--- src/rtl/mem_access_unit.sv ---
// MEM-stage data-memory access unit: req/ack handshake with a variable-latency RAM,
// store lane steering, load extraction/extension, and pipeline stall generation.
module mem_access_unit (
  input  logic        clk,
  input  logic        reset,
  input  logic [31:0] memAluOut,
  input  logic [31:0] memWriteToMemData,
  input  logic        memMemRead,
  input  logic        memMemWrite,
  input  logic [2:0]  memMemMode,
  output logic        dmemReq,
  output logic        dmemWe,
  output logic [31:0] dmemAddr,
  output logic [3:0]  dmemByteEn,
  output logic [31:0] dmemWData,
  input  logic [31:0] dmemRData,
  input  logic        dmemAck,
  output logic        memStall,
  output logic [31:0] memReadData,
  output logic        memAddrErr
);

  typedef enum logic [1:0] {IDLE, REQ, DONE} state_t;

  state_t      state_q, state_d;
  logic        req_q, req_d;
  logic        we_q, we_d;
  logic [31:0] addr_q, addr_d;
  logic [3:0]  be_q, be_d;
  logic [31:0] wdata_q, wdata_d;
  logic [2:0]  mode_q, mode_d;
  logic [1:0]  off_q, off_d;
  logic [31:0] rdata_q, rdata_d;

  logic        access, is_byte, is_half, misal;
  logic [3:0]  st_be;
  logic [31:0] st_data;
  logic [7:0]  ld_b;
  logic [15:0] ld_h;
  logic [31:0] ld_val;

  always_comb begin
    access  = memMemRead | memMemWrite;
    is_byte = (memMemMode == 3'b001) | (memMemMode == 3'b010);
    is_half = (memMemMode == 3'b011) | (memMemMode == 3'b100);
    misal   = is_half ? memAluOut[0]
                      : (!is_byte && (memAluOut[1:0] != 2'b00));
    st_be   = 4'b1111;
    st_data = memWriteToMemData;
    if (is_byte) begin
      st_be   = 4'b0001 << memAluOut[1:0];
      st_data = {4{memWriteToMemData[7:0]}};
    end else if (is_half) begin
      st_be   = memAluOut[1] ? 4'b1100 : 4'b0011;
      st_data = {2{memWriteToMemData[15:0]}};
    end
  end

  // Load path works from the offset/mode captured at request time.
  always_comb begin
    ld_b = dmemRData[7:0];
    unique case (off_q)
      2'd0: ld_b = dmemRData[7:0];
      2'd1: ld_b = dmemRData[15:8];
      2'd2: ld_b = dmemRData[23:16];
      2'd3: ld_b = dmemRData[31:24];
    endcase
    ld_h = off_q[1] ? dmemRData[31:16] : dmemRData[15:0];
    unique case (mode_q)
      3'b001:  ld_val = {{24{ld_b[7]}}, ld_b};
      3'b010:  ld_val = {24'h0, ld_b};
      3'b011:  ld_val = {{16{ld_h[15]}}, ld_h};
      3'b100:  ld_val = {16'h0, ld_h};
      default: ld_val = dmemRData;
    endcase
  end

  always_comb begin
    state_d = state_q;
    req_d   = req_q;
    we_d    = we_q;
    addr_d  = addr_q;
    be_d    = be_q;
    wdata_d = wdata_q;
    mode_d  = mode_q;
    off_d   = off_q;
    rdata_d = rdata_q;
    unique case (state_q)
      IDLE: begin
        if (access && !misal) begin
          state_d = REQ;
          req_d   = 1'b1;
          we_d    = memMemWrite;
          addr_d  = {memAluOut[31:2], 2'b00};
          be_d    = memMemWrite ? st_be : 4'b0000;
          wdata_d = memMemWrite ? st_data : 32'h0;
          mode_d  = memMemMode;
          off_d   = memAluOut[1:0];
        end
      end
      REQ: begin
        if (dmemAck) begin
          state_d = DONE;
          if (!we_q) rdata_d = ld_val;
          req_d   = 1'b0;
          we_d    = 1'b0;
          addr_d  = 32'h0;
          be_d    = 4'b0000;
          wdata_d = 32'h0;
        end
      end
      DONE:    state_d = IDLE;
      default: state_d = IDLE;
    endcase
  end

  always_ff @(posedge clk or posedge reset) begin
    if (reset) begin
      state_q <= IDLE;
      req_q   <= 1'b0;
      we_q    <= 1'b0;
      addr_q  <= 32'h0;
      be_q    <= 4'b0000;
      wdata_q <= 32'h0;
      mode_q  <= 3'b000;
      off_q   <= 2'b00;
      rdata_q <= 32'h0;
    end else begin
      state_q <= state_d;
      req_q   <= req_d;
      we_q    <= we_d;
      addr_q  <= addr_d;
      be_q    <= be_d;
      wdata_q <= wdata_d;
      mode_q  <= mode_d;
      off_q   <= off_d;
      rdata_q <= rdata_d;
    end
  end

  assign dmemReq     = req_q;
  assign dmemWe      = we_q;
  assign dmemAddr    = addr_q;
  assign dmemByteEn  = be_q;
  assign dmemWData   = wdata_q;
  assign memReadData = rdata_q;
  assign memAddrErr  = (state_q == IDLE) & access & misal;
  assign memStall    = ((state_q == IDLE) & access & !misal) | (state_q == REQ);

endmodule

--- config.mk ---
export PLATFORM = sky130hd
export DESIGN_NAME = mem_access_unit
export DESIGN_NICKNAME = d
export VERILOG_FILES = /design/src/rtl/mem_access_unit.sv
export SDC_FILE = /design/constraint.sdc
export NUM_CORES = 1
export LEC_CHECK = 0
export CAP_MARGIN = 10
export CORE_MARGIN = 4
export CORE_UTILIZATION = 45
export DETAILED_ROUTE_END_ITERATION = 8
export PLACE_DENSITY = 0.84
export SYNTH_ARGS = -nofsm -noshare
export SYNTH_HDL_FRONTEND = slang
export SYNTH_SLANG_ARGS = --single-unit
--- constraint.sdc ---
create_clock -name clk -period 4.7 [get_ports clk]
set_input_delay 0.94 -clock clk [delete_from_list [all_inputs] [get_ports clk]]
set_output_delay 0.94 -clock clk [all_outputs]
set_load 0.05 [all_outputs]
==> impl_results.rst, run 1 <==
.. list-table::
   :header-rows: 1

   * - Metric
     - Value
   * - Status
     - finished clean
   * - Critical path depth in cells
     - 6
   * - Clock tree from TritonCTS
     - built
   * - Mean number of vias per cell
     - 5.94
   * - Antenna diode count
     - 0
   * - Number of port buffers
     - 205
   * - Number of global-route vias before repair
     - 5532
   * - Transition time of the tightest slew-check pin
     - 0.839 ns
   * - Buffer depth of the longest clock path
     - 2
   * - Core ar.
     - 12200 um^2
   * - Ys flop type
     - sky130_fd_sc_hd__dfrtp_1
   * - Maximum clock frequency
     - 0.252 GHz
   * - Total Routed Length
     - 18500 um
   * - DRT antenna net count
     - 0
   * - Pwr/cell area
     - 670 nW/um^2
   * - Worst Skew
     - 0.00834 ns
   * - Number of core rows
     - 40
   * - Worst setup path end
     - memAddrErr
   * - Global-route wire length before repair
     - 28900 um
   * - Fraction of layout cells with a size suffix above 1
     - 7.91%
   * - List of cells traversed by the critical path
     - clkdlybuf4s50_1 -> or3b_4 -> a21oi_2 -> nor2_1 -> and2_1 -> clkdlybuf4s50_1
   * - Placer Congestion
     - 0.952
   * - Flop and latch count out of synthesis
     - 107
   * - Number of buffers and inverters on the critical path
     - 2
   * - Required time worst endpoint
     - 3.76 ns
   * - Max Slew Vio Count
     - 0
   * - Root Driver
     - sky130_fd_sc_hd__clkbuf_16
   * - Boundary pin count
     - 208
   * - Post-Synthesis Cell Area
     - 5690 um^2
   * - Largest delay contributor family on the critical path
     - buffers and inverters
   * - Number of instances in the synthesized netlist
     - 589
   * - Number of cell instances on the worst register-to-register path
     - 5
   * - Maximum fanout along the worst path
     - 4
   * - Number of clock buffers inserted by TritonCTS
     - 9
   * - Reg2Reg Capture Point
     - memReadData[23]
   * - Critical Path Source Type
     - input port
   * - Total Routing Usage GR
     - 25.0%
   * - Half-perimeter wire length of the detailed placement result
     - 13400 um
   * - Number of flops mapped to enable cells by yosys
     - 0
   * - H-Tree Depth
     - 3
   * - Final-report hold violation count
     - 0
   * - Area growth, synth to finish
     - 42.8%
   * - Iteration count of the initial detailed-routing pass
     - 5
   * - 1st-iter DRT viols
     - 577
   * - Starting density of the core
     - 46.6%
   * - Cell type of the slowest stage on the worst timing path
     - sky130_fd_sc_hd__clkdlybuf4s50_1
   * - Largest incremental delay on the critical path
     - 0.69 ns
   * - Setup repair after global routing missed its margin
     - no
   * - RR Startpoint
     - off_q[0]
   * - Setup TNS Final
     - 0 ns
   * - Floorplan die area
     - 14500 um^2
   * - Worst skew pair latency
     - 0.35 ns
   * - Total power consumption of the routed design
     - 5.44 mW
   * - Setup fix buffers added after clock tree synthesis
     - 0
   * - Final setup fails
     - 0
   * - Horizontal extent of the die
     - 120 um
   * - Maximum vdd ir drop
     - 0.377 mV
   * - Nets
     - 870
   * - Max-capacitance violation count
     - 0
   * - Final Cycle Share
     - 84.4%
   * - Minimum hold slack
     - 0.503 ns
   * - Total number of vias
     - 5581
   * - Warnings from Yosys
     - 0
   * - Number of distinct library cells after synthesis
     - 51
   * - Worst rel slew slack
     - 43.8%
   * - Number of antenna violations at the first check in global routing
     - 0
   * - Critical path's most frequent cell
     - sky130_fd_sc_hd__clkdlybuf4s50_1
   * - Aggregate global routing overflow
     - 0
   * - Internal reg-to-reg setup slack
     - 2.32 ns
   * - Endpoint kind of the worst setup timing path
     - output port
   * - Clock Pin Slew Worst Setup and Hold Paths
     - 0.07 ns
   * - Share of synthesized flip-flops with an asynchronous set or reset
     - 100%
   * - CP arrival
     - 3.03 ns
   * - Number of sinks on the clock net
     - 107
   * - DR DRC count
     - 0
   * - Die height
     - 120 um
   * - Sequential fraction of the synthesis area
     - 47.1%
   * - Pleak
     - 3.39 nW
   * - Total of cells resized after clock tree synthesis
     - 0
   * - Hold Buf Count CTS
     - 0
   * - Tightest Hold Check Type
     - flop to flop
   * - Largest net degree at the start of global routing
     - 70
   * - Time the final worst path needs with I/O delays and setup
     - 3.97 ns
   * - Post-DR wirelength/cell
     - 19.7 um
   * - Crit path kind
     - input port to output port
   * - Average size of a mapped cell
     - 9.65 um^2
   * - Timing startpoint of the critical path
     - memMemMode[1]
==> cells in the final DEF, fill, tap and decap left out, types with 9 or more instances in the layout <==
master                            Yosys  layout
sky130_fd_sc_hd__mux2_2               9       9
sky130_fd_sc_hd__o21ai_1             24      24
sky130_fd_sc_hd__a21oi_1             21      21
sky130_fd_sc_hd__a22oi_1             15      15
sky130_fd_sc_hd__o31ai_1             18      18
sky130_fd_sc_hd__nand2_1             37      37
sky130_fd_sc_hd__clkdlybuf4s50_1      0     204
sky130_fd_sc_hd__clkbuf_16            0       9
sky130_fd_sc_hd__o221ai_1            16      16
sky130_fd_sc_hd__o21ai_0             41      41
sky130_fd_sc_hd__nor2_1              35      35
sky130_fd_sc_hd__buf_4                4       9
sky130_fd_sc_hd__dfrtp_1            107     107
sky130_fd_sc_hd__mux2i_1             18      18
sky130_fd_sc_hd__inv_1               36      35
sky130_fd_sc_hd__nand3_1             67      67
==> kinds of logic (layout without fill, tap and decap cells) <==
family | after synthesis | in the layout | synth area share [%]
xor+xnor | 4 | 4 | 0.748
other cells | 1 | 2 | 0.0660
compound gates | 183 | 183 | 21.9
simple gates | 169 | 169 | 14.6
flops | 107 | 107 | 47.1
buf+inv | 89 | 270 | 7.35
mux | 36 | 36 | 8.25
==> worst reg2reg max path, cell delays in order (launching register included) <==
cell                       delay [ns]
sky130_fd_sc_hd__dfrtp_1         0.71
sky130_fd_sc_hd__mux2_2          0.43
sky130_fd_sc_hd__nand4b_1        0.12
sky130_fd_sc_hd__o211ai_2        0.27
sky130_fd_sc_hd__a31oi_4         0.54
sky130_fd_sc_hd__a21oi_1         0.16
==> worst min-delay path by stage <==
stage,from,to,cells past startpoint
global placement,dmemReq,dmemReq,2
finish,dmemWData[16],dmemWData[16],2
global route,dmemAddr[8],dmemAddr[8],2
detailed placement,dmemReq,dmemReq,2
floorplan,state_q[1],state_q[0],2
CTS,dmemWData[11],dmemWData[11],2
==> synthesized netlist by cell type (4+ instances only) <==
library cell	count	area share (%)
sky130_fd_sc_hd__dfrtp_1	107	47
sky130_fd_sc_hd__nand3_1	67	5.9
sky130_fd_sc_hd__o21ai_0	41	3.6
sky130_fd_sc_hd__nand2_1	37	2.4
sky130_fd_sc_hd__inv_1	36	2.4
sky130_fd_sc_hd__nor2_1	35	2.3
sky130_fd_sc_hd__o21ai_1	24	2.1
sky130_fd_sc_hd__clkbuf_1	22	1.5
sky130_fd_sc_hd__a21oi_1	21	1.8
sky130_fd_sc_hd__mux2i_1	18	3.2
sky130_fd_sc_hd__o31ai_1	18	2.4
sky130_fd_sc_hd__o221ai_1	16	2.5
sky130_fd_sc_hd__a22oi_1	15	2.0
sky130_fd_sc_hd__buf_2	13	1.1
sky130_fd_sc_hd__mux2_2	9	1.8
sky130_fd_sc_hd__a221oi_1	8	1.2
sky130_fd_sc_hd__o22ai_1	8	0.88
sky130_fd_sc_hd__a221o_1	7	1.2
sky130_fd_sc_hd__a22o_1	7	1.1
sky130_fd_sc_hd__and2_1	7	0.77
sky130_fd_sc_hd__buf_6	7	1.4
sky130_fd_sc_hd__mux4_2	7	2.8
sky130_fd_sc_hd__o32a_1	7	1.2
sky130_fd_sc_hd__buf_1	6	0.40
sky130_fd_sc_hd__buf_4	4	0.53
==> registers in the layout (all words and copies together) (netlist names) <==
signal       cells
dmemByteEn       4
off_q            2
mode_q           3
dmemWData       32
state_q          2
dmemWe           1
dmemReq          1
memReadData     32
dmemAddr        30
==> power by group <==
group          switching (mW)  internal (mW)  total [mW]
Clock                   0.365          0.418       0.783
Sequential              0.306           1.27        1.58
Combinational            2.00           1.08        3.08
==> cell type report <==
type / instances / area [um^2]
Inverter: 37 / 141
Clock buffer: 9 / 225
Tap cell: 168 / 210
Multi-Input combinational cell: 394 / 2600
Sequential cell: 107 / 2680
Fill cell: 965 / 4090
Timing Repair Buffer: 217 / 2190
Clock inverter: 7 / 73.8
==> routing by layer <==
metal | share of wire [%] | global-route usage, % | vias up
met3 | 10 | 7.25 | 50
li1 | - | - | 2503
met2 | 48 | 40.9 | 356
met1 | 40 | 32.5 | 2672
met4 | 2.4 | 6.66 | 0
met5 | 0 | 0 | -
==> through the flow <==
stage	util [%]	setup WS (ns)	std cells	cell area (um^2)
2_1_floorplan	-	0.943	590	5690
3_3_place_gp	64.0	0.787	922	7810
3_5_place_dp	64.0	0.744	922	7810
4_1_cts	66.4	0.735	938	8110
5_1_grt	66.5	0.673	939	8120
6_report	66.5	0.733	939	8120
Note: power is estimated with default switching activity, not from simulation.
==> run 2, diff against run 1 <==
CORE_UTILIZATION = 41   (was 45)
PLACE_DENSITY = 0.81   (was 0.84)
clock period = 3.6 ns   (was 4.7 ns; I/O delays follow)
==> run 2 against run 1 <==
Effect of this change: routed wire length fell by 1.2%; first-iteration DRC count is 20% lower; non-clock buffer count rose by 3.
==> impl_results.rst, run 2 (same netlist as run 1, synthesis figures left out) <==
.. list-table::
   :header-rows: 1

   * - Metric
     - Value
   * - Status
     - finished clean
   * - Highest-count cells in the layout ignoring fill and taps
     - 203 x sky130_fd_sc_hd__clkdlybuf4s50_1, 107 x sky130_fd_sc_hd__dfrtp_1, 67 x sky130_fd_sc_hd__nand3_1
   * - Share of power burned in combinational logic
     - 56.4%
   * - Buffer depth of the longest clock path
     - 2
   * - Worst rel slew slack
     - 43.4%
   * - Clock Pin Slew Worst Setup and Hold Paths
     - 0.07 ns
   * - Cell Int Power
     - 3.63 mW
   * - Half-perimeter wire length of the detailed placement result
     - 13300 um
   * - Hold Buf Count CTS
     - 0
   * - Horizontal extent of the die
     - 126 um
   * - Cell Count Post-Placement
     - 934
   * - Final setup fails
     - 0
   * - Global-route wire length before repair
     - 29600 um
   * - Starting density of the core
     - 42.4%
   * - Transition time of the tightest slew-check pin
     - 0.848 ns
   * - Total Routed Length
     - 18300 um
   * - Clock tree from TritonCTS
     - built
   * - Final Cycle Share
     - 89.7%
   * - Pleak
     - 3.40 nW
   * - Endpoint kind of the worst setup timing path
     - output port
   * - Total number of vias
     - 5488
   * - Number of global-route vias before repair
     - 5568
   * - Tightest Hold Check Type
     - flop to flop
   * - Aggregate global routing overflow
     - 0
   * - Nets
     - 873
   * - Number of port buffers
     - 205
   * - Largest net degree at the start of global routing
     - 81
   * - Switching part of the total power
     - 48.8%
   * - Beginning of the worst hold path
     - dmemReq
   * - Most common cell after layout, fill and taps aside
     - sky130_fd_sc_hd__clkdlybuf4s50_1
   * - Worst Skew
     - 0.0107 ns
   * - Maximum vdd ir drop
     - 0.519 mV
   * - H-Tree Depth
     - 3
   * - Timing startpoint of the critical path
     - memMemMode[2]
   * - Maximum fanout along the worst path
     - 4
   * - RR Startpoint
     - off_q[1]
   * - Final-report hold violation count
     - 0
   * - Iteration count of the initial detailed-routing pass
     - 5
   * - Minimum hold slack
     - 0.494 ns
   * - Post-DR wirelength/cell
     - 19.3 um
   * - Root Driver
     - sky130_fd_sc_hd__clkbuf_16
   * - Number of antenna violations at the first check in global routing
     - 0
   * - 1st-iter DRT viols
     - 462
   * - Number of clock buffers inserted by TritonCTS
     - 9
   * - DR DRC count
     - 0
   * - Placer Congestion
     - 0.864
   * - Worst slack at placement
     - 0.373 ns
   * - Crit path kind
     - input port to output port
   * - Time the final worst path needs with I/O delays and setup
     - 3.23 ns
   * - DRT antenna net count
     - 0
   * - Fraction of layout cells with a size suffix above 1
     - 8.27%
   * - CP arrival
     - 2.51 ns
   * - Part of the power in registers
     - 29.0%
   * - Maximum clock frequency
     - 0.310 GHz
   * - Boundary pin count
     - 208
   * - Power share of the clock group
     - 14.6%
   * - Worst setup slack after layout
     - 0.369 ns
   * - Area growth, synth to finish
     - 43.0%
   * - Max-capacitance violation count
     - 0
   * - Pwr/cell area
     - 874 nW/um^2
   * - Total of cells resized after clock tree synthesis
     - 0
   * - Max Slew Vio Count
     - 0
   * - Number of sinks on the clock net
     - 107
   * - Die height
     - 126 um
   * - Post-route insts no fill
     - 950
   * - Critical Path Source Type
     - input port
   * - Total Routing Usage GR
     - 23.1%
   * - Floorplan die area
     - 15800 um^2
   * - Worst skew pair latency
     - 0.36 ns
   * - Antenna diode count
     - 0
   * - Core ar.
     - 13400 um^2
   * - Setup fix buffers added after clock tree synthesis
     - 0
   * - Number of core rows
     - 42
   * - Mean number of vias per cell
     - 5.78
   * - Setup TNS Final
     - 0 ns
   * - Setup repair after global routing missed its margin
     - no
   * - Required time worst endpoint
     - 2.88 ns
   * - Switching power summed over all nets
     - 3.47 mW
run 2: final timing paths:
check,to,slack (ns),cells after the start
worst min-delay path,dmemReq,0.49,2
min in group asynchronous,dmemAddr[24],0.82,2
worst max-delay path,memStall,0.37,7
worst min register to register,dmemReq,0.49,2
max in group asynchronous,memReadData[3],1.89,3
worst max register to register,memReadData[11],1.15,5
run 2: final cells by class:
cell class	count	area, um^2
clock inverters	5	60.1
repair buffers	220	2180
flip-flops and latches	107	2680
multi-input cells	394	2600
clock buffers	11	243
fillers	1104	5270
inverters	37	141
well taps	176	220
run 2: critical path: stages:
cell and delay [ns]:
sky130_fd_sc_hd__clkdlybuf4s50_1 0.49, sky130_fd_sc_hd__or3b_4 0.42, sky130_fd_sc_hd__a21oi_2 0.22, sky130_fd_sc_hd__nor2_1 0.09, sky130_fd_sc_hd__o21ba_2 0.22, sky130_fd_sc_hd__nor2_1 0.18, sky130_fd_sc_hd__buf_12 0.17
run 2: power by group through the flow:
stage	Combinational [mW]	Clock (mW)	Sequential (mW)
3_5_place_dp	4.02	0	2.08
4_1_cts	4.03	1.05	2.06
6_report	4.01	1.04	2.06
2_1_floorplan	1.26	0	3.44
5_1_grt	4.23	1.11	2.13
3_3_place_gp	3.94	0	2.04
run 2: layer usage:
| metal | vias up | wire length, um | GRT usage (%) |
|---|---|---|---|
| met1 | 2600 | 7320 | 29.7 |
| met3 | 43 | 1970 | 8.00 |
| met5 | - | 0 | 0 |
| li1 | 2515 | - | - |
| met2 | 330 | 8480 | 36.4 |
| met4 | 0 | 553 | 8.58 |
run 2: through the flow:
| step | util (%) | power [mW] | instance area (um^2) |
|---|---|---|---|
| finish | 60.7 | 7.10 | 8130 |
| global route | 60.7 | 7.48 | 8130 |
| CTS | 60.7 | 7.14 | 8130 |
| detailed placement | 58.4 | 6.10 | 7830 |
| global placement | 58.4 | 5.99 | 7830 |
| floorplan | - | 4.70 | 5690 |
